`src/rtl/regfile_wb_queue.sv`:
```
// regfile_wb_queue
//   Writeback-side driver for the 32x32 register file. Results from the load
//   path and the ALU path are merged into a small in-order queue. The queue
//   drains at most one register-file write per cycle through registered
//   Write_register / Write_data / RegWrite outputs. Pending results are
//   forwarded combinationally to the two decode read ports.
//
//   Ports
//     clk, rst              clock (rising edge), async active-low reset
//     mem_valid/rd/data     load result beat; mem_ready handshake
//     alu_valid/rd/data     ALU result beat;  alu_ready handshake
//     Write_register/_data  register-file write index / data
//     RegWrite              register-file write enable
//     fwd_addr1/2           decode read addresses
//     fwd_hit1/2, data1/2   youngest pending write to that address
//     count, full, empty    queue occupancy
module regfile_wb_queue #(
    parameter int DEPTH = 4,
    parameter int DW    = 32,
    parameter int AW    = 5
) (
    input  logic                     clk,
    input  logic                     rst,
    input  logic                     mem_valid,
    input  logic [AW-1:0]            mem_rd,
    input  logic [DW-1:0]            mem_data,
    output logic                     mem_ready,
    input  logic                     alu_valid,
    input  logic [AW-1:0]            alu_rd,
    input  logic [DW-1:0]            alu_data,
    output logic                     alu_ready,
    output logic [AW-1:0]            Write_register,
    output logic [DW-1:0]            Write_data,
    output logic                     RegWrite,
    input  logic [AW-1:0]            fwd_addr1,
    input  logic [AW-1:0]            fwd_addr2,
    output logic                     fwd_hit1,
    output logic                     fwd_hit2,
    output logic [DW-1:0]            fwd_data1,
    output logic [DW-1:0]            fwd_data2,
    output logic [$clog2(DEPTH):0]   count,
    output logic                     full,
    output logic                     empty
);

    localparam int PW = $clog2(DEPTH);
    localparam int CW = PW + 1;
    localparam logic [CW-1:0] DEPTH_C = CW'(DEPTH);

    logic [AW-1:0] rd_q   [DEPTH];
    logic [DW-1:0] data_q [DEPTH];
    logic [PW-1:0] wr_ptr_q, wr_ptr_d;
    logic [PW-1:0] rd_ptr_q;
    logic [CW-1:0] count_q, count_d;
    logic          regwrite_q;
    logic [AW-1:0] wreg_q;
    logic [DW-1:0] wdata_q;

    logic          mem_st, alu_st, deq;
    logic [CW-1:0] n_enq;
    logic [PW-1:0] alu_slot;

    // Readiness looks only at the current occupancy; a same-cycle pop gives
    // no credit. The ALU must leave room for a load stored this cycle.
    assign mem_ready = (count_q < DEPTH_C);
    assign mem_st    = mem_valid & mem_ready & (mem_rd != '0);
    assign alu_ready = ((count_q + CW'(mem_st)) < DEPTH_C);
    // Beats to x0 handshake normally but are dropped here.
    assign alu_st    = alu_valid & alu_ready & (alu_rd != '0);
    assign deq       = (count_q != '0);

    assign n_enq    = CW'(mem_st) + CW'(alu_st);
    assign count_d  = count_q + n_enq - CW'(deq);
    assign wr_ptr_d = wr_ptr_q + PW'(n_enq);
    // Load is the older instruction, so it takes the first free slot.
    assign alu_slot = mem_st ? wr_ptr_q + PW'(1) : wr_ptr_q;

    always_ff @(posedge clk or negedge rst) begin
        if (!rst) begin
            wr_ptr_q   <= '0;
            rd_ptr_q   <= '0;
            count_q    <= '0;
            regwrite_q <= 1'b0;
            wreg_q     <= '0;
            wdata_q    <= '0;
            for (int i = 0; i < DEPTH; i++) begin
                rd_q[i]   <= '0;
                data_q[i] <= '0;
            end
        end else begin
            wr_ptr_q <= wr_ptr_d;
            count_q  <= count_d;
            if (mem_st) begin
                rd_q[wr_ptr_q]   <= mem_rd;
                data_q[wr_ptr_q] <= mem_data;
            end
            if (alu_st) begin
                rd_q[alu_slot]   <= alu_rd;
                data_q[alu_slot] <= alu_data;
            end
            // Write_* hold their last values when nothing drains.
            if (deq) begin
                regwrite_q <= 1'b1;
                wreg_q     <= rd_q[rd_ptr_q];
                wdata_q    <= data_q[rd_ptr_q];
                rd_ptr_q   <= rd_ptr_q + PW'(1);
            end else begin
                regwrite_q <= 1'b0;
            end
        end
    end

    // Forwarding: walk candidates oldest to youngest (output stage first,
    // then queue from head) so the last match is the youngest.
    always_comb begin
        logic [PW-1:0] idx;
        idx       = '0;
        fwd_hit1  = 1'b0;
        fwd_hit2  = 1'b0;
        fwd_data1 = '0;
        fwd_data2 = '0;
        if (regwrite_q && wreg_q == fwd_addr1) begin
            fwd_hit1  = 1'b1;
            fwd_data1 = wdata_q;
        end
        if (regwrite_q && wreg_q == fwd_addr2) begin
            fwd_hit2  = 1'b1;
            fwd_data2 = wdata_q;
        end
        for (int i = 0; i < DEPTH; i++) begin
            idx = rd_ptr_q + PW'(i);
            if (CW'(i) < count_q) begin
                if (rd_q[idx] == fwd_addr1) begin
                    fwd_hit1  = 1'b1;
                    fwd_data1 = data_q[idx];
                end
                if (rd_q[idx] == fwd_addr2) begin
                    fwd_hit2  = 1'b1;
                    fwd_data2 = data_q[idx];
                end
            end
        end
        if (fwd_addr1 == '0) begin
            fwd_hit1  = 1'b0;
            fwd_data1 = '0;
        end
        if (fwd_addr2 == '0) begin
            fwd_hit2  = 1'b0;
            fwd_data2 = '0;
        end
    end

    assign RegWrite       = regwrite_q;
    assign Write_register = wreg_q;
    assign Write_data     = wdata_q;
    assign count          = count_q;
    assign full           = (count_q == DEPTH_C);
    assign empty          = (count_q == '0);

endmodule

```
`config.mk`:
```
export PLATFORM = sky130hd
export DESIGN_NAME = regfile_wb_queue
export DESIGN_NICKNAME = d
export VERILOG_FILES = /design/src/rtl/regfile_wb_queue.sv
export SDC_FILE = /design/constraint.sdc
export NUM_CORES = 1
export LEC_CHECK = 0
export ABC_AREA = 0
export BUFFER_PORTS_ARGS = -buffer_cell sky130_fd_sc_hd__buf_4
export CORE_MARGIN = 2
export CORE_UTILIZATION = 59
export DETAILED_ROUTE_END_ITERATION = 16
export PLACE_DENSITY = 0.83
export SYNTH_ARGS = -nofsm -noshare
export SYNTH_HDL_FRONTEND = slang
export SYNTH_SLANG_ARGS = --single-unit
```
`constraint.sdc`:
```
create_clock -name clk -period 2.85 [get_ports clk]
set_input_delay 0.285 -clock clk [delete_from_list [all_inputs] [get_ports clk]]
set_output_delay 0.285 -clock clk [all_outputs]
set_load 0.01 [all_outputs]
```
==> results, run 1 <==
- For the pin with the worst max-slew slack, the measured transition is 0.695 ns.
- The multi-input combinational cells in the finished layout cover a total of 10300 µm².
- The floorplan step defined a die boundary enclosing 26900 µm².
- The minimum setup slack in the final design is -1.12 ns.
- For this run, the slowest stage of the critical path takes between 0.5 and 0.6 ns.
- The Yosys step of the flow raised 0 warnings.
- The worst path required time is roughly 2.6 ns.
- After synthesis, the largest family of logic cells by area is compound AO/OA/AOI/OAI gates.
- The congestion estimate from routability-driven global placement came to 0.999.
- The number of buffers inserted by port buffering is just under 200.
- The maximum VDD drop is 749 µV.
- Summed over all layers, the global routing overflow is 0.
- The critical path endpoint category is an output port.
- Measured along the x axis, the die boundary spans 164 µm.
- The number of CTS-inserted buffers is 17.
- Power spread over the standard cell area amounts to ~1400 nW/µm².
- The post-route antenna net violation count is 0.
- Counting stages on the worst path, the most repeated cell is buf_4.
- After Yosys synthesis, XOR and XNOR cells account for 3.36% of the synthesized area.
- The via count of the first global-routing pass is 16500.
- The maximum fanout along the worst path is 13.
- Summed over all cells, the static leakage comes to 9.45 nW.
- The count of pins on the block boundary is slightly below 200.
- The clock reaches the later pin of the worst-skew pair after 0.46 ns.
- The worst clock skew on the final layout is 0.0157 ns.
- The cell family contributing the most delay on the critical path is buffers and inverters.
- Max-cap violations in this run came to 0.
- Yosys mapped the design onto 59 distinct sky130hd cell types.
- After detailed routing, the average wire length per cell comes to approximately 27 µm.
- The final number of max-transition violations is 0.
- The number of nets in the synthesized netlist is 1810.
- The footprint of the flip-flops and latches is around 4800 µm².
- The biggest area contributor in the post-synthesis netlist is dfrtp_1.
- The count of TritonRoute iterations in the first routing pass is 9.
- The flow ran to the end, but the final reports show violations.
- Setup repair after global routing could not meet its margin everywhere.
- CTS saw 193 sinks.
- Overall power consumption after layout is estimated at 28.4 mW.
- The adder and majority cell fraction of the synthesized area is less than 1%.
- TritonCTS built the clock tree.
- A synthesized cell averages 8.81 µm².
- The clock edge transition at the registers on the reported setup and hold paths is 0.08 ns.
- The worst pin sits at a relative slew slack of 53.4%.
- The post-synthesis simple-gate area fraction is 12.3%.
- The total cell area at the placement stage is 18100 µm².
- On the critical path, the stage with the largest delay is an instance of dfrtp_4.
- For this run, the number of standard cells in the final layout without fillers is 2319.
- Setup violations remaining at the end of the flow were counted as 67.
- The synthesis-stage register bit count is 193.
- The final reports fail on setup timing.
- The hold violation count in the final report is 0.
- Counting tap cells, the placed design contains a total of 2249 instances.
- By area the synthesized netlist is led by dfrtp_1 (32%), mux2i_1 (15%), o21ai_0 (5.6%).
- The initial core utilization is 60.0%.
- The clock root buffer is clkbuf_16.
- The data arrival time at the worst-slack endpoint is roughly 3.7 ns.
- The area of all placed cells without fillers is 20000 µm².
- The first global-routing pass estimated 89.4 mm of wire.
- The number of enable-type register cells in the synthesized netlist is 0.
- The share of the Yosys chip area taken by registers is 32.0%.
- In the routed layout, each cell is associated on average with a via count of 7.19.
- The detailed-route via count is 16700.
- Summing the areas of all compound-gate instances in the mapped netlist gives about a quarter of the synthesized area.
- In this run the number of H-tree levels came out at 4.
- In this run the standard cell core region covers 25200 µm².
- The final critical delay including setup and external delays is roughly 4 ns.
- Once detailed placement completed, the half-perimeter wirelength came to 35.1 mm.
- The most used flip-flop cell after synthesis is dfrtp_1.
- Traced cell by cell, the critical path runs through buf_4, mux4_2, xnor2_1, nand4_1, nor3_2, buf_4, nand3b_1, buf_6, o21a_1, o31ai_4, buf_4.
- The layout overhead on the synthesized area is 32.6%.
- After filler insertion, the fill cell instance count of the layout stands at 1382.
- The gate count of the mapped netlist is 1714.
- The async set-reset flop share out of synthesis is 100%.
- The pin count of the biggest net entering global routing is 89.
- For this run, design rule violations remaining after detail routing come to 0.
- The number of core rows is 58.
- Static timing analysis puts the maximum clock frequency at 252 MHz.
- The worst setup path is launched from a flip-flop.
- The mux share of post-synthesis cell area is 22.9%.
- For this block, the initial DRC count from the detailed router was ~2900.
- The type of the worst setup path is flip-flop to output port.
- The proportion of layout cells with a drive suffix above 1 is approximately 33%.
- The number of nets in the layout is 2072.
- Summed over all layers, the routed wires come to 62.1 mm.
- The initial antenna violation count is 1.
- The count of inserted antenna diode cells is 0.
- The number of buffers and inverters on the critical path is 4.
- The tightest min-delay check is of the input pin to flip-flop type.
- Of the available clock period, the critical path in the final layout requires 139%.
- The total routing resource utilization after global routing is 42.9%.
- The die is ~160 µm tall.
- The share of the synthesized area in the top cell type is 32.0%.
- The maximum count of clock buffers along a single path is 2.
- The total standard cell area after synthesis is 15100 µm².
- The final design utilization is 79.5%.
## cell usage after synthesis, drive strengths merged, types with 2 or more instances
library cell	count
mux2i	235
nor2	211
dfrtp	193
o21ai	172
nand2	166
clkbuf	89
a21oi	80
buf	71
mux2	66
a221oi	64
o31ai	63
o22a	62
xnor2	36
a211oi	33
a21o	32
and2	30
xor2	22
mux4	15
nor3	12
inv	10
ha	7
nand2b	6
nand3	5
nand4	4
a31oi	3
or2	3
or3	3
or4	3
clkinv	2
nor4	2
o2111ai	2
o21a	2
## worst min-delay path: cells and delay by family
kind,cells,cell delay [ns]
AOI/OAI and AO/OA,1,0.05
and+or+nand+nor,1,0.04
buffers and inverters,1,0.10
## registers in the layout, summed over array words and instances, names as in the netlist
register        cells
rd_ptr_q            2
RegWrite            1
rd_q               20
data_q            128
Write_data         32
count               3
Write_register      5
wr_ptr_q            2
## through the flow
stage | hold WS (ns) | TNS, ns | worst slack (ns)
floorplan | -0.0106 | 0 | 0.0394
global placement | 0.319 | -13.44 | -0.343
detailed placement | 0.323 | -15.07 | -0.367
CTS | 0.0553 | -40.42 | -0.678
global route | 0.0637 | -57.75 | -1.09
finish | 0.0576 | -53.13 | -1.12
## cells in the final DEF, fill, tap and decap left out, types with 9 or more instances in the layout
master,n
a211oi_1,32
a21o_1,32
a21oi_1,77
a221oi_1,29
a221oi_2,28
and2_1,30
buf_12,45
buf_4,316
buf_6,33
clkbuf_16,18
dfrtp_1,190
mux2_2,66
mux2i_1,226
mux4_2,15
nand2_1,157
nand2_2,9
nor2_1,206
o21ai_0,167
o22a_1,62
o31ai_1,22
o31ai_2,31
o31ai_4,10
xnor2_1,28
xor2_1,20
## what timing repair did
item,CTS,global route
endpoints found under the hold margin,66,0
resized for setup,114,75
hold buffers,1,0
setup buffers,17,19
endpoints found under the setup margin,66,68
cloned,3,0
pin swaps,16,15
## power by group
group	total (mW)	switching, mW	internal [mW]	leakage [nW]
sequential	5.81	1.61	4.20	2.27
clock	2.58	1.21	1.37	0.293
combinational	20.0	11.0	9.03	6.88
total	28.4	13.8	14.6	9.45
## cell families after synthesis
group,Yosys count
buf+inv,172
mux,316
simple gates,448
xor+xnor,58
fa+ha+maj,8
flops,193
compound gates,519
## cell type report
type                            count  area share [%]
Tap cell                          330            2.06
Inverter                           12           0.256
Clock inverter                     11           0.712
Clock buffer                       21            2.30
Multi-Input combinational cell   1349            51.6
Timing Repair Buffer              403            18.9
Sequential cell                   193            24.2
## routing by layer
metal | up-vias | share of wire, % | GRT usage, %
li1 | 6787 | - | -
met4 | 2 | 8.5 | 29.5
met5 | - | 0.021 | 0
met2 | 1638 | 44 | 66.3
met3 | 543 | 14 | 11.1
met1 | 7708 | 34 | 52.7
## path summary, 6_finish.rpt
path | endpoint | slack (ns) | cells past startpoint | start
setup reg to reg | count[2]$_DFF_PN0_ | -0.03 | 13 | count[2]$_DFF_PN0_
min in group asynchronous | rd_q[12]$_DFF_PN0_ | 0.41 | 2 | rst
hold reg to reg | Write_data[12]$_DFFE_PN0N_ | 0.57 | 1 | Write_data[12]$_DFFE_PN0N_
max in group asynchronous | data_q[41]$_DFF_PN0_ | 1.62 | 3 | rst
hold / removal | data_q[110]$_DFF_PN0_ | 0.06 | 3 | alu_data[14]
setup / recovery | fwd_data1[31] | -1.12 | 11 | rd_ptr_q[0]$_DFFE_PN0N_
(Power assumes the default switching activity.)
==> inputs of run 2 (changes only) <==
--- a/config.mk
+++ b/config.mk
@@ -7,10 +7,12 @@
 export LEC_CHECK = 0
 export ABC_AREA = 0
 export BUFFER_PORTS_ARGS = -buffer_cell sky130_fd_sc_hd__buf_4
+export CELL_PAD_IN_SITES_DETAIL_PLACEMENT = 0
+export CELL_PAD_IN_SITES_GLOBAL_PLACEMENT = 1
 export CORE_MARGIN = 2
-export CORE_UTILIZATION = 59
+export CORE_UTILIZATION = 45
 export DETAILED_ROUTE_END_ITERATION = 16
-export PLACE_DENSITY = 0.83
+export PLACE_DENSITY = 0.84
 export SYNTH_ARGS = -nofsm -noshare
 export SYNTH_HDL_FRONTEND = slang
 export SYNTH_SLANG_ARGS = --single-unit
==> results, run 2 (synthesized netlist as in run 1, its figures left out) <==
- The die boundary height is 187 µm (+14%).
- The final reports fail on setup timing.
- The initial core utilization is 45.4% (-15 points).
- The number of buffers inserted by port buffering came to 198 (unchanged).
- The fraction of the cycle the final worst path needs is 132% (-6.8 points).
- The final standard cell count with taps included and fillers excluded is 2472 (+6.6%).
- The post-route setup TNS is -52.02 ns (+1.10 ns).
- The die area was 35000 µm² (+30%).
- The area occupied by multi-input gates is 10500 µm² (+1.3%).
- The number of nets in the layout was 2107 (+1.7%).
- The final design utilization is 62.0% (-18 points).
- The worst clock skew on the final layout came to 0.0141 ns (-0.00157 ns).
- The average vias per placed instance is 6.17 (-14%).
- The transition time of the tightest slew-check pin is 0.828 ns (+0.133 ns).
- The worst setup timing slack at the placement stage is -0.406 ns (-0.0391 ns).
- The final number of max-transition violations was 0 (unchanged).
- The kind of start point of the critical path is a flip-flop.
- The placer congestion estimate is 0.935 (-6.4%).
- The total of max-cap violations is 0 (unchanged).
- The worst setup path startpoint is rd_ptr_q[0]$_DFFE_PN0N_.
- The worst register-to-register path ends at count[2]$_DFF_PN0_.
- The total cell area at the placement stage is 18600 µm² (+3.0%).
- The worst setup path is captured at an output port.
- The switching fraction of total power is 46.6% (-2.0 points).
- The flip-flop count of the largest register, all copies and words added came to 128 (unchanged).
- The instance count after placement with tap cells included came to 2414 (+7.3%).
- The relative contribution of sequential cells to total power is 20.5% (about the same).
- The maximum VDD drop is 773 µV (+3.2%).
- The number of core rows is 67 (+16%).
- The via count of the first global-routing pass is 15500 (-6.4%).
- The clock root buffer is clkbuf_16.
- The clock share of power is 8.6% (-0.5 points).
- The launch instance of the worst register-to-register path is count[2]$_DFF_PN0_.
- The wire length per cell after detailed routing is 23.1 µm (-14%).
- Setup repair after global routing could not meet its margin everywhere.
- The number of endpoints failing setup at the final stage is 66 (-1.5%).
- Counting flops per register, the top entry is data_q.
- The hold violation count in the final report is 0 (unchanged).
- The initial antenna violation count was 0 (-1).
- The HPWL after detailed placement is 37.2 mm (+6.0%).
- The flow ran to the end, but the final reports show violations.
- The net switching component of the power is 13.0 mW (-6.2%).
- TritonCTS built the clock tree.
- The internal power of the cells is 14.9 mW (+1.7%).
- The post-route antenna net violation count is 0 (unchanged).
- The path class of the tightest hold or removal check is input pin to flip-flop.
- The clock edge transition at the registers on the reported setup and hold paths is 0.08 ns (about the same).
- The footprint of the flip-flops and latches is 4840 µm² (about the same).
- Compared with the post-synthesis result, the final layout area differs by 36.7%.
- The area of the placeable core is 33300 µm² (+32%).
- The final critical delay including setup and external delays is 3.77 ns (-0.193 ns).
- The maximum count of clock buffers along a single path came to 2 (unchanged).
- The clock latency on the worst-skew pair is 0.47 ns (about the same).
- The count of TritonRoute iterations in the first routing pass was 5 (-4).
- The leakage power of the design is 9.69 nW (+2.5%).
- The DRC violation total after the first TritonRoute iteration was 1333 (-54%).
- The reg-to-reg setup timing slack is 0.13 ns (+0.16 ns).
- The highest clock frequency the design can meet was 265 MHz (+5.1%).
- The maximum fanout along the worst path is 8 (-5).
- The number of sinks handled by clock tree synthesis came to 193 (unchanged).
- The first-pass GRT wire length was 87.8 mm (-1.8%).
- The number of CTS-inserted buffers was 17 (unchanged).
- The pin count of the biggest net entering global routing is 89 (unchanged).
- The worst path required time was 2.57 ns (about the same).
- In the layout the commonest cells are buf_4 (349), mux2i_1 (230), nor2_1 (205).
- The final total power is 27.8 mW (-2.1%).
- The area of all placed cells without fillers is 20600 µm² (+3.1%).
- The H-tree level count is 4 (unchanged).
- The worst slew slack as a fraction of its limit is 44.8% (-8.6 points).
- The data arrival time at the worst-slack endpoint was 3.49 ns (-0.19 ns).
- The count of unresolved DRC violations after routing was 0 (unchanged).
- The number of fill cells in the layout came to 2767 (+100%).
- The hold slack is 0.0485 ns (-0.00910 ns).
- The power per cell area came to 1350 nW/µm² (-5.1%).
- The leading cell type in the layout, fill and taps excluded is buf_4.
- The count of inserted antenna diode cells is 0 (unchanged).
- The sum of routed wire length over all layers is 57.0 mm (-8.3%).
- The minimum setup slack in the final design is -0.922 ns (+0.193 ns).
- The proportion of layout cells with a drive suffix above 1 was 34.3% (+1.2 points).
- The total routing resource utilization after global routing is 32.0% (-11 points).
- The fraction of power consumed by combinational cells came to 70.9% (+0.4 points).
- The worst-case reg-to-reg path depth is 12 (-1).
- The count of pins on the block boundary was 199 (unchanged).
- The critical path ends at fwd_data1[23].
- The width of the die is 187 µm (+14%).
- The global-route congestion overflow total is 0 (unchanged).
- The detailed-route via count is 15300 (-8.6%).
- The critical path is of the flip-flop to output port type.
-- run 2: worst max-delay path, cell delays in order (launching register included) --
cell	delay (ns)
dfrtp_4	0.48
buf_12	0.16
mux4_2	0.56
xnor2_1	0.28
nand4_1	0.18
nor3_2	0.19
buf_4	0.16
nand3b_1	0.12
buf_6	0.19
buf_12	0.18
buf_12	0.11
o22a_1	0.17
o31ai_4	0.08
buf_4	0.15
-- run 2: what timing repair did --
item | in CTS | in global routing
endpoints found under the hold margin | 82 | 0
setup endpoints to repair | 66 | 67
pin swaps | 41 | 30
gates cloned | 6 | 1
hold buffers | 1 | 0
resized for setup | 136 | 68
buffers inserted | 19 | 9
-- run 2: final cells by class --
class	instances	area share (%)
clock buffer	18	2.13
clock inverter	14	0.612
inverter	12	0.230
sequential	193	23.4
multi-input combinational	1349	50.7
tap	448	2.71
timing repair buffer	438	20.2
-- run 2: how the worst min path moves through the flow --
stage	from	to	slack, ns	depth (start not counted)
global placement	rst	data_q[7]$_DFF_PN0_	0.39	1
finish	alu_data[23]	data_q[87]$_DFF_PN0_	0.05	3
detailed placement	rst	data_q[7]$_DFF_PN0_	0.39	1
CTS	alu_data[23]	data_q[87]$_DFF_PN0_	0.03	3
global route	alu_data[23]	data_q[119]$_DFF_PN0_	0.04	3
floorplan	rst	RegWrite$_DFF_PN0_	-0.01	0
-- run 2: routing by layer --
layer	part of all wire, %	up-vias	GRT usage, %
li1	-	6857	-
met1	41	7459	40.7
met2	47	768	51.7
met3	8.1	168	7.07
met4	3.7	0	15.5
met5	0	-	0
-- run 2: power by group through the flow --
stage	Sequential, mW	Combinational [mW]	Clock, mW
floorplan	5.29	10.7	0
CTS	5.60	18.8	2.44
global placement	5.54	17.1	0
global route	5.86	21.1	2.55
finish	5.70	19.7	2.40
detailed placement	5.62	17.5	0
